[src/rtl/uart_pkg.sv]
`default_nettype none
// ------------------------------------------------------------------
// uart_pkg : shared UART state encoding and line constants (rev 1.0)
// ------------------------------------------------------------------
package uart_pkg;

  localparam int   DATA_BITS  = 8;
  localparam logic IDLE_LEVEL = 1'b1;

  typedef enum logic [2:0] {
    ST_IDLE   = 3'd0,
    ST_START  = 3'd1,
    ST_DATA   = 3'd2,
    ST_PARITY = 3'd3,
    ST_STOP   = 3'd4
  } uart_state_e;

endpackage
`default_nettype wire

[src/rtl/uart_baud_gen.sv]
`default_nettype none
// ------------------------------------------------------------------
// uart_baud_gen : bit-period counter emitting one tick per serial bit (rev 1.0)
// ------------------------------------------------------------------
module uart_baud_gen #(
  parameter int CLKS_PER_BIT = 16
) (
  input  logic clk,
  input  logic rst,
  input  logic enable,
  input  logic clear,
  output logic bit_tick
);

  localparam int CNT_W = (CLKS_PER_BIT > 2) ? $clog2(CLKS_PER_BIT) : 1;
  localparam logic [CNT_W-1:0] LAST = CNT_W'(CLKS_PER_BIT - 1);

  logic [CNT_W-1:0] count;

  always_ff @(posedge clk) begin
    if (rst || clear) begin
      count <= '0;
    end else if (enable) begin
      count <= (count == LAST) ? '0 : count + CNT_W'(1);
    end
  end

  assign bit_tick = enable && (count == LAST);

endmodule
`default_nettype wire

[src/rtl/uart_tx.sv]
`default_nettype none
// ------------------------------------------------------------------
// uart_tx : 8N1 UART transmitter, LSB first, optional even parity (rev 1.0)
// ------------------------------------------------------------------
module uart_tx
  import uart_pkg::*;
#(
  parameter int CLKS_PER_BIT = 16,
  parameter int PARITY_EN    = 0
) (
  input  logic                 clk,
  input  logic                 rst,
  input  logic                 enable,
  input  logic                 wr_en,
  input  logic [DATA_BITS-1:0] tx_data,
  output logic                 tx,
  output logic                 busy,
  output logic                 tx_done
);

  localparam bit HAS_PARITY = (PARITY_EN != 0);

  uart_state_e          state, state_next;
  logic [DATA_BITS-1:0] shift, shift_next;
  logic [2:0]           bit_idx, bit_idx_next;
  logic                 parity, parity_next;
  logic                 tx_next, busy_next, done_next;
  logic                 accept;
  logic                 bit_tick;

  assign accept = (state == ST_IDLE) && wr_en;

  uart_baud_gen #(
    .CLKS_PER_BIT(CLKS_PER_BIT)
  ) u_baud (
    .clk     (clk),
    .rst     (rst),
    .enable  (enable && (state != ST_IDLE)),
    .clear   (enable && accept),
    .bit_tick(bit_tick)
  );

  always_ff @(posedge clk) begin
    if (rst) begin
      state   <= ST_IDLE;
      shift   <= '0;
      bit_idx <= '0;
      parity  <= 1'b0;
      tx      <= IDLE_LEVEL;
      busy    <= 1'b0;
      tx_done <= 1'b0;
    end else if (enable) begin
      state   <= state_next;
      shift   <= shift_next;
      bit_idx <= bit_idx_next;
      parity  <= parity_next;
      tx      <= tx_next;
      busy    <= busy_next;
      tx_done <= done_next;
    end
  end

  // tx is registered, so each bit boundary loads the level of the bit that follows it.
  always_comb begin
    state_next   = state;
    shift_next   = shift;
    bit_idx_next = bit_idx;
    parity_next  = parity;
    tx_next      = tx;
    busy_next    = busy;
    done_next    = 1'b0;
    unique case (state)
      ST_IDLE: begin
        tx_next = IDLE_LEVEL;
        if (accept) begin
          shift_next   = tx_data;
          parity_next  = ^tx_data;
          bit_idx_next = '0;
          busy_next    = 1'b1;
          tx_next      = 1'b0;
          state_next   = ST_START;
        end
      end
      ST_START: begin
        if (bit_tick) begin
          tx_next    = shift[0];
          state_next = ST_DATA;
        end
      end
      ST_DATA: begin
        if (bit_tick) begin
          shift_next   = shift >> 1;
          bit_idx_next = bit_idx + 3'd1;
          if (bit_idx == 3'(DATA_BITS - 1)) begin
            state_next = HAS_PARITY ? ST_PARITY : ST_STOP;
            tx_next    = HAS_PARITY ? parity : IDLE_LEVEL;
          end else begin
            tx_next = shift[1];
          end
        end
      end
      ST_PARITY: begin
        if (bit_tick) begin
          tx_next    = IDLE_LEVEL;
          state_next = ST_STOP;
        end
      end
      ST_STOP: begin
        if (bit_tick) begin
          tx_next    = IDLE_LEVEL;
          busy_next  = 1'b0;
          done_next  = 1'b1;
          state_next = ST_IDLE;
        end
      end
      default: begin
        state_next = ST_IDLE;
      end
    endcase
  end

endmodule
`default_nettype wire

[config.mk]
export PLATFORM = sky130hd
export DESIGN_NAME = uart_tx
export DESIGN_NICKNAME = d
export VERILOG_FILES = /design/src/rtl/uart_pkg.sv /design/src/rtl/uart_baud_gen.sv /design/src/rtl/uart_tx.sv
export SDC_FILE = /design/constraint.sdc
export NUM_CORES = 1
export LEC_CHECK = 0
export CAP_MARGIN = 20
export CORE_AREA = 2 2 55 57
export DETAILED_ROUTE_END_ITERATION = 10
export DIE_AREA = 0 0 57 59
export PLACE_DENSITY_LB_ADDON = 0.25
export REMOVE_ABC_BUFFERS = 1
export SLEW_MARGIN = 10
export SYNTH_ARGS = -nofsm -noshare
export SYNTH_HDL_FRONTEND = slang
export SYNTH_HIERARCHICAL = 1
export SYNTH_SLANG_ARGS = --single-unit
[constraint.sdc]
create_clock -name clk -period 3.1 [get_ports clk]
set_input_delay 0.62 -clock clk [delete_from_list [all_inputs] [get_ports clk]]
set_output_delay 0.62 -clock clk [all_outputs]
set_load 0.01 [all_outputs]
==> summary.txt, run 1 <==
Status
  • Status: complete, no violations

Synth
  • Average size of a mapped cell: 9.61 µm²
  • Seq cells post-synth: 21
  • Post-synth cell types: 35
  • Yosys warns: 6
  • Cell area after synthesis: approximately 1100 µm²
  • Register area share after synthesis: 38.4%
  • Syn Inst Count: 114

Place
  • Hpwl dp: approximately 1.5 mm
  • Placed Cells: around 150
  • RD Place Congestion: around 0.76
  • # port buffers: 14
  • Dpl ws: about 400 ps

Floorplan
  • Die Span Y: slightly below 60 µm
  • Top-level port count: 15
  • Die X: about 57 µm
  • Initial Util: 40.4%
  • FP Rows: 19
  • Core area: roughly 2700 µm²
  • Die area: 3360 µm²

Timing
  • Setup TNS: 0 ps
  • Fmax: around 420 MHz
  • Max-slew violations: 0
  • Hold_ws: between 400 and 500 ps
  • Worst setup margin: 727 ps
  • Pin slew with the least headroom to its limit: roughly 640 ps
  • Worst clock skew: a little under 10 ps
  • Final setup violation count: 0
  • Final hold vios: 0
  • Minimum clock period: approximately 2400 ps
  • Final period util: ~77%
  • Rel. slew slack: between 50% and 60%
  • RSZ-0062 raised after global routing: no

Detailed routing
  • Drt first pass iters: 4
  • Residual DRC count: 0
  • DR iter-0 viols: 12
  • Post-Route WL: 1.98 mm
  • Post-route ant nets: 0
  • Vias per cell: between 5 and 6
  • Vias: between 800 and 900
  • Wire length per cell: between 10 and 15 µm

Layout
  • # nets final: 143
  • Commonest non-fill, non-tap cell in the layout: dfxtp_1
  • Ant. Diodes: 0
  • Post-route insts no fill: approximately 160
  • Most frequent cells in the layout: 21 x dfxtp_1, 18 x nor2_1, 14 x clkdlybuf4s50_1, 9 x mux2i_1, 7 x a211oi_2
  • Area Overhead vs Synth: 16.2%
  • Share of cells above drive strength 1: 15.7%

Global route
  • Number of global-route vias before repair: 783
  • Total track usage: 13.5%
  • Gr ovfl total: 0
  • Largest net degree at the start of global routing: 17
  • Initial antenna violation count: 0
  • First-pass GRT wire length: 3.55 mm

Power and ir drop
  • Pint: ~370 µW
  • Clock Power Share: between 20% and 30%
  • Leak: 0.000432 µW
  • P_sw: 124 µW
  • Worst vdd ir: roughly 0.00022 V
  • Sw Share: roughly 25%
  • Sequential share of power: about three fifths
  • Logic pwr share: between 10% and 20%
  • Pwr/cell area: between 300 and 400 nW/µm²

Clocking
  • CTS sink cnt: 21
  • Post-cts resize count: 0
  • Max clock buf depth: 2
  • Worst-path clk slew: around 120 ps
  • Worst-Skew Late Latency: roughly 300 ps
  • Hold buffers post-CTS: 0
  • Htree depth: 1
  • CTS buffer count: 3
  • Total setup buffers inserted after CTS: 0
  • Root Buffer: clkbuf_4
  • CTS tree: yes

Worst setup path
  • R2R setup slack: ~940 ps
  • Crit path capture type: register
  • Most frequent CP cell: nor2_1
  • RR Startpoint: state[0]
  • Crit-path slowest cell: clkdlybuf4s50_1
  • R2R Path End: shift[3]
  • Critical-path cell list: clkdlybuf4s50_1 > inv_1 > nor2_1 > and4_4 > mux2i_1 > nor3_4 > buf_4 > nor2_1 > a211oi_2
  • CP peak stage delay: 600 ps
  • Critical Path RT: ~3300 ps
  • Worst setup path class: primary input to register
  • Critical Path Source Type: primary input
  • Crit path buf inv count: 3
  • R2r worst-path depth: 8
  • CP arrival: around 2600 ps
  • Cell family with most CP delay: buffers and inverters
  • Crit Path Max Fanout: 15

Run
  • Maxcap violations: 0

Min path
  • Hold_sp: tx_done
  • WHS Endpoint: tx_done
  • Worst hold path cell count: 2
  • Hold WC Path Type: register to register
layout make-up:
class	instances	area [µm²]
Inverter	2	7.51
Timing Repair Buffer	17	163
Multi-Input combinational cell	83	618
Tap cell	31	38.8
Fill cell	259	1440
Sequential cell	21	420
Clock buffer	4	26.3
state kept, by name (all words and copies together) (netlist names):
name          count
u_baud/count      4
busy              1
shift             8
bit_idx           3
tx                1
state             3
tx_done           1
metal layers:
metal	wire length, µm	global-route usage [%]	vias up	part of all wire [%]
met5	0	0	-	0
met4	16	4.98	0	0.81
met3	57	3.06	2	2.9
met2	992	21.8	13	50
met1	913	17.8	396	46
li1	-	-	437	-
power by group through the flow:
stage / registers (µW) / logic [µW] / clock network [µW]
2_1_floorplan: 296 / 37.7 / 0
3_3_place_gp: 296 / 69.3 / 0
3_5_place_dp: 297 / 71.1 / 0
4_1_cts: 291 / 71.6 / 139
5_1_grt: 293 / 78.0 / 154
6_report: 290 / 70.6 / 131
synthesized netlist by cell type:
library cell / instances / area, µm²
a211oi_1: 1 / 7.51
a211oi_2: 7 / 87.6
a21oi_1: 5 / 25.0
a22oi_1: 2 / 15.0
a2bb2oi_1: 1 / 8.76
a31oi_1: 1 / 6.26
and4_4: 1 / 11.3
and4b_1: 1 / 10.0
buf_1: 1 / 3.75
buf_2: 3 / 15.0
buf_6: 2 / 22.5
clkbuf_1: 1 / 3.75
clkbuf_2: 1 / 5.00
dfxtp_1: 21 / 420
ha_1: 3 / 37.5
inv_1: 1 / 3.75
inv_2: 1 / 3.75
mux2i_1: 9 / 90.1
nand2_1: 5 / 18.8
nand2b_4: 1 / 13.8
nand3b_1: 1 / 7.51
nand4_1: 2 / 12.5
nor2_1: 18 / 67.6
nor2b_1: 2 / 12.5
nor3_1: 6 / 30.0
nor3_4: 2 / 32.5
nor3b_1: 1 / 7.51
nor4b_4: 1 / 23.8
o21ai_0: 4 / 20.0
o21ba_2: 1 / 10.0
o32ai_1: 1 / 8.76
o41ai_1: 1 / 8.76
or3_1: 3 / 18.8
xnor2_1: 1 / 8.76
xor2_1: 2 / 17.5
metrics by stage:
step	power (µW)	area, µm²	util (%)
after detailed placement	368	1250	46.0
after global routing	525	1270	47.0
after CTS	501	1270	47.0
after floorplan	333	1050	-
final	492	1270	47.0
after global placement	366	1250	46.0
logic make-up after synthesis:
group / after synthesis / synth area share [%]
and+or+nand+nor: 44 / 24.3
AOI/OAI and AO/OA: 24 / 18.0
DFF: 21 / 38.4
buffers and inverters: 10 / 5.25
muxes: 9 / 8.22
xor gates and xnor gates: 3 / 2.40
adders and majority gates: 3 / 3.43
tightest hold or removal path: stages, from the launching register on:
cell,delay (ps)
dfxtp_1,330
nand2_1,50
a21oi_1,50
worst max path at each step:
stage	depth (start not counted)	slack, ps	start	endpoint
6_report	9	730	enable	shift[3]
3_5_place_dp	8	400	enable	bit_idx[2]
5_1_grt	9	590	enable	shift[3]
2_1_floorplan	7	870	state[0]	shift[0]
3_3_place_gp	8	510	enable	bit_idx[1]
4_1_cts	9	740	enable	shift[3]
Note: power is estimated with default switching activity, not from simulation.
==> inputs of run 2 (changes only) <==
- clock period: 3.1 -> 2.4 ns (I/O delays scaled with it)
==> summary.txt, run 2 (synthesis gave the netlist of run 1 again) <==
Status
  • Status: complete, no violations

Timing
  • Setup TNS: 0 ps (unchanged)
  • Worst setup margin: 406 ps (-321 ps)
  • Final hold vios: 0 (unchanged)
  • Pin slew with the least headroom to its limit: 503 ps (-141 ps)
  • Worst clock skew: 15.0 ps (+5.13 ps)
  • Final period util: a little over 80%
  • Fmax: between 500 and 600 MHz
  • Final setup violation count: 0 (unchanged)
  • Max-slew violations: 0 (unchanged)
  • Minimum clock period: 1990 ps
  • Rel. slew slack: 66.4% (+9.4 points)
  • RSZ-0062 raised after global routing: no

Layout
  • Register name with the most flops: shift
  • Post-route insts no fill: 161 (+1.9%)
  • Max reg flops: 8 (unchanged)
  • Commonest non-fill, non-tap cell in the layout: dfxtp_1
  • # nets final: 146 (+2.1%)
  • Ant. Diodes: 0 (unchanged)
  • FILL cells: 271 (+4.6%)
  • Area Overhead vs Synth: 19.5%
  • Finished Core Util: 48.3% (+1.3 points)
  • Most frequent cells in the layout: 21 x dfxtp_1, 18 x nor2_1, 14 x clkdlybuf4s50_1, 9 x mux2i_1, 7 x a211oi_2
  • Share of cells above drive strength 1: 18.5% (+2.7 points)
  • Biggest regs: shift (8), u_baud/count (4)

Worst setup path
  • Critical Path RT: 2620 ps (-700 ps)
  • Critical Path Source Type: primary input
  • Crit path capture type: register
  • RR Startpoint: state[2]
  • Crit-path slowest cell: clkdlybuf4s50_1
  • R2R setup slack: 490 ps (-450 ps)
  • Most frequent CP cell: nor2_1
  • Critical-path cell list: clkdlybuf4s50_1 > inv_1 > nor2_1 > and4_4 > mux2i_1 > or3_1 > a22oi_1 > nor2_1
  • Worst setup path class: primary input to register
  • CP arrival: 2210 ps (-380 ps)
  • Crit Path Max Fanout: 10 (-5)
  • CP peak stage delay: 480 ps (-120 ps)
  • Crit path from: enable

Global route
  • Initial antenna violation count: 0 (unchanged)
  • Largest net degree at the start of global routing: 16 (-1)
  • Gr ovfl total: 0 (unchanged)
  • First-pass GRT wire length: 3.49 mm (-1.6%)
  • Number of global-route vias before repair: 787 (+0.51%)
  • Total track usage: 13.4% (-0.074 points)

Min path
  • Hold_sp: tx_done
  • Hold WC Path Type: register to register

Clocking
  • Post-cts resize count: 0 (unchanged)
  • Max clock buf depth: 2 (unchanged)
  • CTS sink cnt: 21 (unchanged)
  • Hold buffers post-CTS: 0 (unchanged)
  • Root Buffer: clkbuf_4
  • CTS buffer count: 3 (unchanged)
  • CTS tree: yes
  • Total setup buffers inserted after CTS: 0 (unchanged)
  • Worst-path clk slew: 120 ps (about the same)
  • Htree depth: 1 (unchanged)
  • Worst-Skew Late Latency: 310 ps (about the same)

Place
  • # port buffers: 14 (unchanged)
  • Placed Cells: 157 (+1.9%)
  • Hpwl dp: 1.46 mm (-2.5%)
  • Dpl ws: 64.0 ps (-340 ps)
  • RD Place Congestion: 0.794 (+5.1%)

Floorplan
  • Top-level port count: 15 (unchanged)
  • Initial Util: 40.4% (unchanged)
  • Die area: 3360 µm² (unchanged)
  • Die Span Y: 59 µm (unchanged)
  • FP Rows: 19 (unchanged)
  • Die X: 57 µm (unchanged)
  • Core area: 2710 µm² (unchanged)

Detailed routing
  • Drt first pass iters: 4 (unchanged)
  • Post-Route WL: 1.97 mm (-0.61%)
  • Vias per cell: 5.40 (+0.68%)
  • DR iter-0 viols: 32 (+20)
  • Vias: 870 (+2.6%)
  • Post-route ant nets: 0 (unchanged)
  • Residual DRC count: 0 (unchanged)
  • Wire length per cell: 12.2 µm (-2.5%)

Power and ir drop
  • Worst vdd ir: 0.000331 V (+54%)
  • Leak: 0.000453 µW (+5.0%)
  • Pwr/cell area: 488 nW/µm² (+26%)

Run
  • Maxcap violations: 0 (unchanged)
[run 2: worst max-delay path, delay by kind of cell]
family | cells | cell delay [ps]
multiplexers | 1 | 140
AND/OR/NAND/NOR | 4 | 880
AO/OA/AOI/OAI | 1 | 160
buffers and inverters | 2 | 560
[run 2: path summary, 6_finish.rpt]
path | end | cells after the start
worst max-delay path | bit_idx[1] | 8
worst min-delay path | tx_done | 2
worst max register to register | bit_idx[1] | 7
worst min register to register | tx_done | 2
[run 2: cell type report]
type | count | area [µm²] | area share (%)
inverter | 2 | 7.51 | 0.573
sequential | 21 | 420 | 32.1
timing repair buffer | 20 | 198 | 15.1
tap | 31 | 38.8 | 2.96
clock buffer | 3 | 22.5 | 1.72
clock inverter | 1 | 5.00 | 0.382
multi-input combinational | 83 | 618 | 47.2
[run 2: routing by layer]
layer | GRT usage, % | routed length, µm
met4 | 3.99 | 31
met3 | 5.24 | 77
met1 | 16.9 | 954
met2 | 21.5 | 905
met5 | 0 | 0
[run 2: power breakdown]
part	total, µW	internal, µW	switching, µW
registers	370	362	7.48
logic	103	53.5	49.2
clock network	166	62.2	104
total	639	478	161
[run 2: metrics by stage]
stage	hold slack, ps	power [µW]	instance area, µm²
CTS	469	652	1310
global placement	455	479	1280
detailed placement	454	481	1280
finish	467	639	1310
floorplan	425	431	1050
global route	504	675	1310
==> inputs of run 3 (changes only) <==
- clock period: 2.4 -> 1.95 ns (I/O delays scaled with it)
==> summary.txt, run 3 (synthesis gave the netlist of run 1 again) <==
Clocking
  • Root Buffer: clkbuf_4
  • Htree depth: 1 (unchanged)
  • Hold buffers post-CTS: 0 (unchanged)
  • CTS tree: yes
  • Total setup buffers inserted after CTS: 0 (unchanged)
  • Post-cts resize count: 0 (unchanged)
  • Worst-path clk slew: 120 ps (about the same)
  • CTS sink cnt: 21 (unchanged)
  • CTS buffer count: 3 (unchanged)
  • Max clock buf depth: 2 (unchanged)
  • Worst-Skew Late Latency: 300 ps (about the same)

Place
  • Hpwl dp: 1.57 mm (+7.5%)
  • Placed cell area: 1330 µm² (+3.5%)
  • # port buffers: 14 (unchanged)
  • RD Place Congestion: 0.763 (-3.8%)

Worst setup path
  • CP peak stage delay: 470 ps (about the same)
  • Crit path capture type: register
  • Most frequent CP cell: nor2_1
  • Worst setup path class: primary input to register
  • R2r worst-path depth: 7 (unchanged)
  • Critical Path RT: 2160 ps (-460 ps)
  • CP arrival: 2000 ps (-210 ps)
  • R2R Path End: bit_idx[0]
  • Crit-path slowest cell: clkdlybuf4s50_1
  • Critical-path cell list: clkdlybuf4s50_1 > inv_1 > nor2_1 > and4_4 > mux2i_1 > or3_1 > a22oi_1 > nor2_1
  • RR Startpoint: state[2]
  • Crit Path Max Fanout: 4 (-6)
  • R2R setup slack: 320 ps (-170 ps)
  • Critical Path Source Type: primary input

Layout
  • Share of cells above drive strength 1: 22.1% (+3.6 points)
  • Biggest regs: shift (8), u_baud/count (4)
  • Area Overhead vs Synth: 23.6%
  • # nets final: 152 (+4.1%)
  • Commonest non-fill, non-tap cell in the layout: dfxtp_1
  • Reg area: 420 µm² (unchanged)
  • Most frequent cells in the layout: 21 x dfxtp_1, 18 x nor2_1, 14 x clkdlybuf4s50_1, 11 x buf_4, 9 x mux2i_1
  • FILL cells: 269 (-0.74%)
  • Multi-input gate area: 618 µm² (unchanged)
  • Max reg flops: 8 (unchanged)
  • Register name with the most flops: shift
  • Ant. Diodes: 0 (unchanged)
  • Post-route cell area: 1360 µm² (+3.4%)

Floorplan
  • Initial Util: 40.4% (unchanged)
  • Die area: 3360 µm² (unchanged)
  • Die Span Y: 59 µm (unchanged)
  • FP Rows: 19 (unchanged)
  • Core area: 2710 µm² (unchanged)
  • Die X: 57 µm (unchanged)
  • Top-level port count: 15 (unchanged)

Min path
  • Worst hold path cell count: 2 (unchanged)
  • Hold_sp: tx_done
  • Hold WC Path Type: register to register
  • WHS Endpoint: tx_done

Timing
  • Final setup violation count: 0 (unchanged)
  • Minimum clock period: 1800 ps
  • Worst clock skew: 1.78 ps (-13.2 ps)
  • Final hold vios: 0 (unchanged)
  • Rel. slew slack: 68.2% (+1.8 points)
  • Pin slew with the least headroom to its limit: 475 ps (-27.6 ps)
  • Final period util: between 90 and 100%
  • Fmax: 556 MHz
  • Hold_ws: 464 ps (-2.81 ps)
  • Setup TNS: 0 ps (unchanged)
  • RSZ-0062 raised after global routing: no
  • Max-slew violations: 0 (unchanged)

Global route
  • Total track usage: 13.6% (+0.13 points)
  • Initial antenna violation count: 0 (unchanged)
  • Number of global-route vias before repair: 823 (+4.6%)
  • Gr ovfl total: 0 (unchanged)
  • First-pass GRT wire length: 3.57 mm (+2.2%)
  • Largest net degree at the start of global routing: 16 (unchanged)

Detailed routing
  • Post-route ant nets: 0 (unchanged)
  • Vias: 884 (+1.6%)
  • Wire length per cell: 12.3 µm (+0.91%)
  • Drt first pass iters: 4 (unchanged)
  • Vias per cell: 5.29 (-2.0%)
  • Residual DRC count: 0 (unchanged)
  • DR iter-0 viols: 48 (+50%)
  • Post-Route WL: 2.06 mm (+4.7%)

Power and ir drop
  • Pwr/cell area: 587 nW/µm² (+20%)
  • Leak: 0.000484 µW (+6.9%)
  • Worst vdd ir: 0.000329 V (-0.55%)

Status
  • Status: complete, no violations

Run
  • Maxcap violations: 0 (unchanged)
[run 3: worst max path at each step]
stage	end	depth (start not counted)	from	slack (ps)
2_1_floorplan	shift[0]	7	state[0]	-280
3_3_place_gp	bit_idx[2]	8	enable	-140
3_5_place_dp	bit_idx[2]	8	enable	-180
4_1_cts	bit_idx[1]	8	enable	170
5_1_grt	bit_idx[1]	8	enable	70
6_report	bit_idx[2]	8	enable	150
[run 3: layout make-up]
type	count	share of cell area, %
Timing Repair Buffer	26	17.9
Sequential cell	21	31.0
Clock buffer	3	1.66
Inverter	2	0.554
Tap cell	31	2.86
Clock inverter	1	0.369
Multi-Input combinational cell	83	45.6
[run 3: power by group]
part | switching, µW | leakage, µW | internal, µW | total [µW]
clock network | 131 | 0.0000177 | 76.4 | 207
registers | 8.99 | 0.000171 | 446 | 455
logic | 63.0 | 0.000296 | 70.0 | 133
total | 203 | 0.000484 | 592 | 795
[run 3: critical path, delay by kind of cell]
| family | cells | cell delay, ps |
|---|---|---|
| AOI/OAI and AO/OA | 1 | 150 |
| buffers and inverters | 2 | 530 |
| muxes | 1 | 120 |
| and+or+nand+nor | 4 | 820 |
[run 3: metrics by stage]
stage	setup WS [ps]	instances	power (µW)	util [%]
4_1_cts	169	167	812	50.0
3_5_place_dp	-177	163	598	49.0
6_report	153	167	795	50.0
5_1_grt	66.9	167	843	50.0
3_3_place_gp	-140	163	594	49.0
2_1_floorplan	-284	106	530	-
[run 3: routing by layer]
layer | up-vias | share of wire (%) | global-route usage (%)
li1 | 454 | - | -
met1 | 423 | 47 | 17.0
met2 | 5 | 49 | 22.0
met3 | 2 | 2.6 | 3.28
met4 | 0 | 0.63 | 6.64
met5 | - | 0 | 0
